**src/rtl/serial_subtractor_if.sv**
```systemverilog
// Operand/result handshake bundle for the bit-serial subtractor.
// The master issues start with operands; the slave answers with busy/done and the result.
interface serial_subtractor_if #(
    parameter int N = 4
);
    logic         start;
    logic [N-1:0] x;
    logic [N-1:0] y;
    logic         bi;
    logic         busy;
    logic         done;
    logic [N-1:0] d;
    logic         bo;
    logic         zero;

    modport master (
        output start, x, y, bi,
        input  busy, done, d, bo, zero
    );

    modport slave (
        input  start, x, y, bi,
        output busy, done, d, bo, zero
    );
endinterface

```
**src/rtl/serial_subtractor.sv**
```systemverilog
// Bit-serial N-bit subtractor: d = x - y - bi, one bit per clock, LSB first.
// A single full-subtractor cell and a borrow flop replace the N-cell ripple chain.
module serial_subtractor #(
    parameter int N = 4
) (
    input  logic                clk,
    input  logic                rst,
    serial_subtractor_if.slave  bus
);
    localparam int CW = (N > 1) ? $clog2(N) : 1;

    typedef enum logic [1:0] {
        IDLE = 2'd0,
        RUN  = 2'd1,
        DONE = 2'd2
    } state_t;

    state_t        state_q, state_d;
    logic [N-1:0]  xs_q, xs_d;
    logic [N-1:0]  ys_q, ys_d;
    logic [N-1:0]  ds_q, ds_d;
    logic          b_q, b_d;
    logic [CW-1:0] cnt_q, cnt_d;
    logic          busy_q, busy_d;
    logic          done_q, done_d;
    logic [N-1:0]  d_q, d_d;
    logic          bo_q, bo_d;
    logic          zero_q, zero_d;

    // Full-subtractor cell outputs for the current bit position.
    logic          xi, yi, diff, b_next;

    // Next-state logic: handshake sequencing plus one bit of subtraction per RUN cycle.
    always_comb begin
        // NOTE: every signal gets a default first, so no path through the case leaves it unassigned (no latch).
        state_d = state_q;
        xs_d    = xs_q;
        ys_d    = ys_q;
        ds_d    = ds_q;
        b_d     = b_q;
        cnt_d   = cnt_q;
        busy_d  = busy_q;
        done_d  = 1'b0;
        d_d     = d_q;
        bo_d    = bo_q;
        zero_d  = zero_q;

        xi      = xs_q[0];
        yi      = ys_q[0];
        diff    = xi ^ yi ^ b_q;
        b_next  = (~xi & yi) | (~(xi ^ yi) & b_q);

        case (state_q)
            IDLE: begin
                busy_d = 1'b0;
                if (bus.start) begin
                    xs_d    = bus.x;
                    ys_d    = bus.y;
                    b_d     = bus.bi;
                    cnt_d   = '0;
                    busy_d  = 1'b1;
                    state_d = RUN;
                end
            end
            RUN: begin
                xs_d  = xs_q >> 1;
                ys_d  = ys_q >> 1;
                ds_d  = {diff, ds_q[N-1:1]};
                b_d   = b_next;
                cnt_d = cnt_q + CW'(1);
                if (cnt_q == CW'(N - 1)) begin
                    // Publish only the complete word; partial sums never reach d.
                    d_d     = ds_d;
                    bo_d    = b_next;
                    zero_d  = (ds_d == '0);
                    done_d  = 1'b1;
                    state_d = DONE;
                end
            end
            DONE: begin
                busy_d  = 1'b0;
                state_d = IDLE;
            end
            default: begin
                busy_d  = 1'b0;
                state_d = IDLE;
            end
        endcase
    end

    // State and output registers; reset wins over any operation in flight.
    always_ff @(posedge clk) begin
        // NOTE: non-blocking assignments so every flop samples the pre-edge values of the others.
        if (rst) begin
            state_q <= IDLE;
            xs_q    <= '0;
            ys_q    <= '0;
            ds_q    <= '0;
            b_q     <= 1'b0;
            cnt_q   <= '0;
            busy_q  <= 1'b0;
            done_q  <= 1'b0;
            d_q     <= '0;
            bo_q    <= 1'b0;
            zero_q  <= 1'b0;
        end else begin
            state_q <= state_d;
            xs_q    <= xs_d;
            ys_q    <= ys_d;
            ds_q    <= ds_d;
            b_q     <= b_d;
            cnt_q   <= cnt_d;
            busy_q  <= busy_d;
            done_q  <= done_d;
            d_q     <= d_d;
            bo_q    <= bo_d;
            zero_q  <= zero_d;
        end
    end

    assign bus.busy = busy_q;
    assign bus.done = done_q;
    assign bus.d    = d_q;
    assign bus.bo   = bo_q;
    assign bus.zero = zero_q;
endmodule

```
**src/flat_wrapper.sv**
```systemverilog
// flat-port wrapper written by rule: the top's interface ports become plain ports
module serial_subtractor_flat 
#(
    parameter int N = 4
)
  (clk, rst, bus_start, bus_x, bus_y, bus_bi, bus_busy, bus_done, bus_d, bus_bo, bus_zero);
  serial_subtractor_if #(.N(N)) bus_i ();
  input  logic clk;
  input  logic rst;
  input wire logic [$bits(bus_i.start)-1:0] bus_start;
  input wire logic [$bits(bus_i.x)-1:0] bus_x;
  input wire logic [$bits(bus_i.y)-1:0] bus_y;
  input wire logic [$bits(bus_i.bi)-1:0] bus_bi;
  output wire logic [$bits(bus_i.busy)-1:0] bus_busy;
  output wire logic [$bits(bus_i.done)-1:0] bus_done;
  output wire logic [$bits(bus_i.d)-1:0] bus_d;
  output wire logic [$bits(bus_i.bo)-1:0] bus_bo;
  output wire logic [$bits(bus_i.zero)-1:0] bus_zero;
  assign bus_i.start = bus_start;
  assign bus_i.x = bus_x;
  assign bus_i.y = bus_y;
  assign bus_i.bi = bus_bi;
  assign bus_busy = bus_i.busy;
  assign bus_done = bus_i.done;
  assign bus_d = bus_i.d;
  assign bus_bo = bus_i.bo;
  assign bus_zero = bus_i.zero;
  serial_subtractor #(.N(N)) u_core (.clk(clk), .rst(rst), .bus(bus_i));
endmodule
```
**config.mk**
```make
export PLATFORM = sky130hd
export DESIGN_NAME = serial_subtractor_flat
export DESIGN_NICKNAME = d
export VERILOG_FILES = /design/src/rtl/serial_subtractor_if.sv /design/src/rtl/serial_subtractor.sv /design/src/flat_wrapper.sv
export SDC_FILE = /design/constraint.sdc
export NUM_CORES = 1
export LEC_CHECK = 0
export CORE_ASPECT_RATIO = 1.25
export CORE_MARGIN = 8
export CORE_UTILIZATION = 40
export DETAILED_ROUTE_END_ITERATION = 10
export GPL_TIMING_DRIVEN = 0
export SYNTH_ARGS = -nofsm -noshare
export SYNTH_HDL_FRONTEND = slang
export SYNTH_SLANG_ARGS = --single-unit
export TNS_END_PERCENT = 30
```
**constraint.sdc**
```tcl
create_clock -name clk -period 2.8 [get_ports clk]
set_input_delay 0.56 -clock clk [delete_from_list [all_inputs] [get_ports clk]]
set_output_delay 0.56 -clock clk [all_outputs]
set_load 0.01 [all_outputs]
```
After elaboration in Yosys (flattened, before gate mapping)
Index checks and enable logic that the tools add are counted.
{"block": "totals", "input_bits": 12, "wordCells": 45, "out_inout_bits": 8, "regBits": 25}
{"block": "op_classes", "bitwise": 8, "n_reduce_logical": 7, "eq_ne": 4, "n_mux": 14, "add_sub_neg": 1}
{"operator": "case mux 4 bit (2 select lines)", "count": 2}
{"operator": "2-to-1 mux 4 bit", "count": 2}
{"operator": "case mux 2 bit (2 select lines)", "count": 2}
{"operator": "2-to-1 mux 2 bit", "count": 3}
{"operator": "AND reduction 2 bit", "count": 3}
{"operator": "logical NOT 4 bit", "count": 1}
{"operator": "case mux 1 bit (2 select lines)", "count": 2}
{"operator": "2-to-1 mux 1 bit", "count": 3}
{"operator": "NOT 1 bit", "count": 3}
{"operator": "adder 2 x 1 -> 2 bit (second input constant)", "count": 1}
{"operator": "AND 1 bit", "count": 2}
{"operator": "equality test 2 x 1 -> 1 bit (second input constant)", "count": 1}
{"operator": "equality test 2 bit (second input constant)", "count": 1}
{"operator": "logical NOT 2 bit", "count": 1}
{"operator": "inequality test 2 x 1 -> 1 bit (second input constant)", "count": 1}
{"operator": "inequality test 2 bit (second input constant)", "count": 1}
{"operator": "nonzero test 2 bit", "count": 1}
{"operator": "OR reduction 2 bit", "count": 1}
{"operator": "bitwise XOR 1 bit", "count": 2}
{"operator": "OR 1 bit", "count": 1}

Depth between registers and ports, before layout
{"block": "logic_depth", "word_depth": 5, "ltp_mapped": 6, "ltp_nobuf": 5}

Least setup slack after synthesis
Ideal clock, no wire load.
{"block": "synth_timing", "path_type": "reg2reg", "start": "register u_core.ys_q[0]", "end": "register u_core.zero_q, in the netlist u_core.bus.zero", "setup_slack_ps": 1437, "arrival_time_ps": 1292, "required_ps": 2730, "path_buffers": 0, "path_stages_with_launch": 6, "cell_sequence": "dfxtp_1 -> inv_1 -> fa_1 -> nor4_1 -> nand3_1 -> a21oi_1"}
{"block": "synth_between", "elab_chain_len": 3}
{"item": "from (decl)", "line_no": "serial_subtractor.sv:20", "text": "logic [N-1:0] ys_q, ys_d;"}
{"item": "from (signal assigned)", "line_no": "serial_subtractor.sv:109", "text": "ys_q <= ys_d;"}
{"item": "bitwise XOR 1 bit (2 in series)", "line_no": "serial_subtractor.sv:50", "text": "diff = xi ^ yi ^ b_q;"}
{"item": "via u_core.diff", "line_no": "serial_subtractor.sv:31", "text": "logic xi, yi, diff, b_next;"}
{"item": "logical NOT 4 bit", "line_no": "serial_subtractor.sv:75", "text": "zero_d = (ds_d == '0);"}
{"item": "to (signal assigned)", "line_no": "serial_subtractor.sv:117", "text": "zero_q <= zero_d;"}
{"item": "to (decl)", "line_no": "serial_subtractor.sv:28", "text": "logic zero_q, zero_d;"}
The timed path passes the listed nets, and every way through them passes these cells.
A chain may end at the register's enable or synchronous reset.

Final worst setup path
{"block": "layout_timing", "start": "register u_core.bo_q, in the netlist u_core.bus.bo", "end": "output bus_bo"}
{"item": "from (decl)", "line_no": "serial_subtractor.sv:27", "text": "logic bo_q, bo_d;"}
{"item": "from (signal assigned)", "line_no": "serial_subtractor.sv:116", "text": "bo_q <= bo_d;"}
{"item": "to (decl)", "line_no": "flat_wrapper.sv:17", "text": "output wire logic [$bits(bus_i.bo)-1:0] bus_bo;"}
No word-level cell between the ends.

==> out/metrics.yaml <==
r2r_start: "u_core.ys_q[0]"
slew_headroom_pct: 65.6
cp-end-kind: "output pin"
wl_per_cell_um: 12.4
numClockSinks: 24
drive_gt1_share_pct: 8.66
crit_arrival_ns: 1.20
top_layer: "met4"
muxShareOfSynthArea_pct: 10.9
first_pass_iters: 4
synth-compound-area-share_pct: 13.4
grt_pass1_wl_um: 3500
numCtsBuffers: 3
die-area_um2: 4390
outcome: "complete, no violations"
cp_slowest_stage_delay_ns: 0.54
track_usage_pct: 10.1
cp_slowest_cell: "clkdlybuf4s50_1"
hp-start: "u_core.bus.zero"
met1_length_um: 965
num_io_pins: 20
diodes: 0
synth_area_um2: 1010
synth_xor_area_share_pct: 0
nFillCells: 243
io_buffers: 19
period_share_pct: 62.9
route.met3.wl_um: 87
crit_path_max_fanout: 2
clock.fmax_ghz: 0.567
die_w_um: 60.9
insertion_delay_ns: 0.31
cts.reportedPaths.clkPinSlew_ns: 0.13
syn_area_per_cell_um2: 9.68
drv_cap: 0
setup_viol: 0
core_um2: 2400
cpLargestDelayFamily: "buffers and inverters"
cp-startpoint: "u_core.bus.bo"
syn2layout_area_growth_pct: 26.6
synth.distinct_cells: 26
routed_wl_um: 1980
postCtsSetupBuffers: 0
final_common_cell: "dfxtp_1"
cts_root_buf: "clkbuf_4"
r2r-end: "u_core.bus.zero"
ir_drop_v: 0.000252
rsz0062_at_grt: "no"
hpwl_um: 1530
worstPathCellList: "clkdlybuf4s50_1"
reg2regPathDepth: 5
tns_ns: 0
worstHoldPathCells: 2
seq_area_frac_synth_pct: 47.7
synth_adder_area_share_pct: 3.23
hold_viol_final: 0
via_per_inst: 4.91
ys_seq_elements: 24
worst_hold_slack_ns: 0.475
num_rows: 20
cts_max_level: 1
finalClockSkew_ns: 0.00138
grt_pass1_vias: 804
yosysWarnings: 0
wl_met2_um: 897
overflow: 0
slew_violations: 0
total_power_w: 0.000651
cts.repair.resized: 0
synth.net_count: 118
start_util_pct: 41.9
hold_end: "u_core.bus.zero"
drt-initial-drc-count: 19
cts_buffer_depth: 2
grt_max_degree: 14
critPathKind: "reg2out"
postRouteAntennaNets: 0
antenna_found_initial: 0
cts_tree: "done"
synth_cells: 104
drc: 0
gp_congestion: 0.732
p_leak_nw: 0.511
synth_top_family_by_area: "simple AND/OR/NAND/NOR gates"
num_vias: 786
cp-start-kind: "flip-flop"
hold_buffers: 0
power_density_nw_per_um2: 511
min_period_ns: 1.76
crit_required_ns: 2.24
ff2ff_setup_slack_ns: 1.30
min_path_type: "reg2reg"
die_y_um: 72.1
tightestPinTransition_ns: 0.516
layout_common_cells: "24 x dfxtp_1, 19 x clkdlybuf4s50_1, 13 x nor2_1, 11 x a21oi_1, 11 x mux2i_1"
final_nets: 142
cp_num_buf_inv: 1
synthSimpleGateAreaFrac_pct: 17.4
[flip-flops by register name (all words and copies together) (netlist names)]
| signal | count |
|---|---|
| u_core.xs_q | 4 |
| u_core.bus.d | 4 |
| u_core.b_q | 1 |
| u_core.state_q | 2 |
| u_core.cnt_q | 2 |
| u_core.ds_q | 3 |
| u_core.ys_q | 4 |
| u_core.bus.done | 1 |
| u_core.bus.zero | 1 |
| u_core.bus.busy | 1 |
| u_core.bus.bo | 1 |
[power breakdown]
group	internal [W]	switching, W	total [W]
sequential	0.000359	0.00000994	0.000369
clock	0.0000794	0.000104	0.000183
combinational	0.0000525	0.0000470	0.0000994
total	0.000491	0.000161	0.000651
[cell usage after synthesis]
library cell	instances	share of area, %
a211oi_1	6	4.5
a21oi_1	11	5.5
a221o_1	1	0.99
a311oi_1	1	0.87
buf_12	1	2.0
buf_2	1	0.50
buf_4	1	0.75
buf_6	2	2.2
clkbuf_1	2	0.75
dfxtp_1	24	48
fa_1	1	2.0
ha_1	1	1.2
inv_1	3	1.1
mux2i_1	11	11
nand2_1	8	3.0
nand2b_1	2	1.2
nand2b_4	1	1.4
nand3_1	3	1.5
nand3b_1	2	1.5
nand3b_2	1	1.1
nor2_1	13	4.8
nor2b_1	2	1.2
nor3_1	2	0.99
nor4_1	1	0.62
o21ai_0	2	0.99
o22ai_1	1	0.62
[through the flow]
stage | area (µm²) | setup slack, ns | utilization (%) | cells
2_1_floorplan | 1010 | 1.44 | - | 104
3_3_place_gp | 1240 | 0.977 | 51.6 | 156
3_5_place_dp | 1240 | 0.947 | 51.6 | 156
4_1_cts | 1270 | 1.03 | 53.1 | 160
5_1_grt | 1270 | 0.961 | 53.1 | 160
6_report | 1270 | 1.04 | 53.1 | 160
[layout make-up]
| class | count | area, µm² | area share [%] |
|---|---|---|---|
| clock buffer | 4 | 36.3 | 2.85 |
| buffer | 7 | 62.6 | 4.91 |
| sequential | 24 | 480 | 37.7 |
| inverter | 3 | 11.3 | 0.883 |
| multi-input combinational | 70 | 453 | 35.5 |
| timing repair buffer | 19 | 190 | 14.9 |
| tap | 33 | 41.3 | 3.24 |
[layer usage]
layer / track usage (%) / vias to the layer above
met5: 0 / -
met4: 3.90 / 0
met3: 2.30 / 4
met2: 16.3 / 19
met1: 12.5 / 353
li1: - / 410
[worst max-delay path by stage]
| stage | end | slack, ns | cells past startpoint |
|---|---|---|---|
| finish | bus_bo | 1.04 | 1 |
| global route | bus_zero | 0.96 | 1 |
| CTS | bus_bo | 1.03 | 1 |
| detailed placement | u_core.xs_q[2] | 0.95 | 5 |
| global placement | u_core.ys_q[2] | 0.98 | 5 |
| floorplan | u_core.bus.zero | 1.44 | 5 |
[worst min-delay path, cell delays in order (launching register included)]
cell,delay [ns]
dfxtp_1,0.34
nand2_1,0.06
a21oi_1,0.05
[cells by family (layout without fill, tap and decap cells)]
| kind of cell | count (synthesis) | count (layout) |
|---|---|---|
| compound gates | 22 | 22 |
| buf+inv | 10 | 33 |
| flops | 24 | 24 |
| mux | 11 | 11 |
| fa+ha+maj | 2 | 2 |
| simple gates | 35 | 35 |
Power figures use the tool's default switching activity.
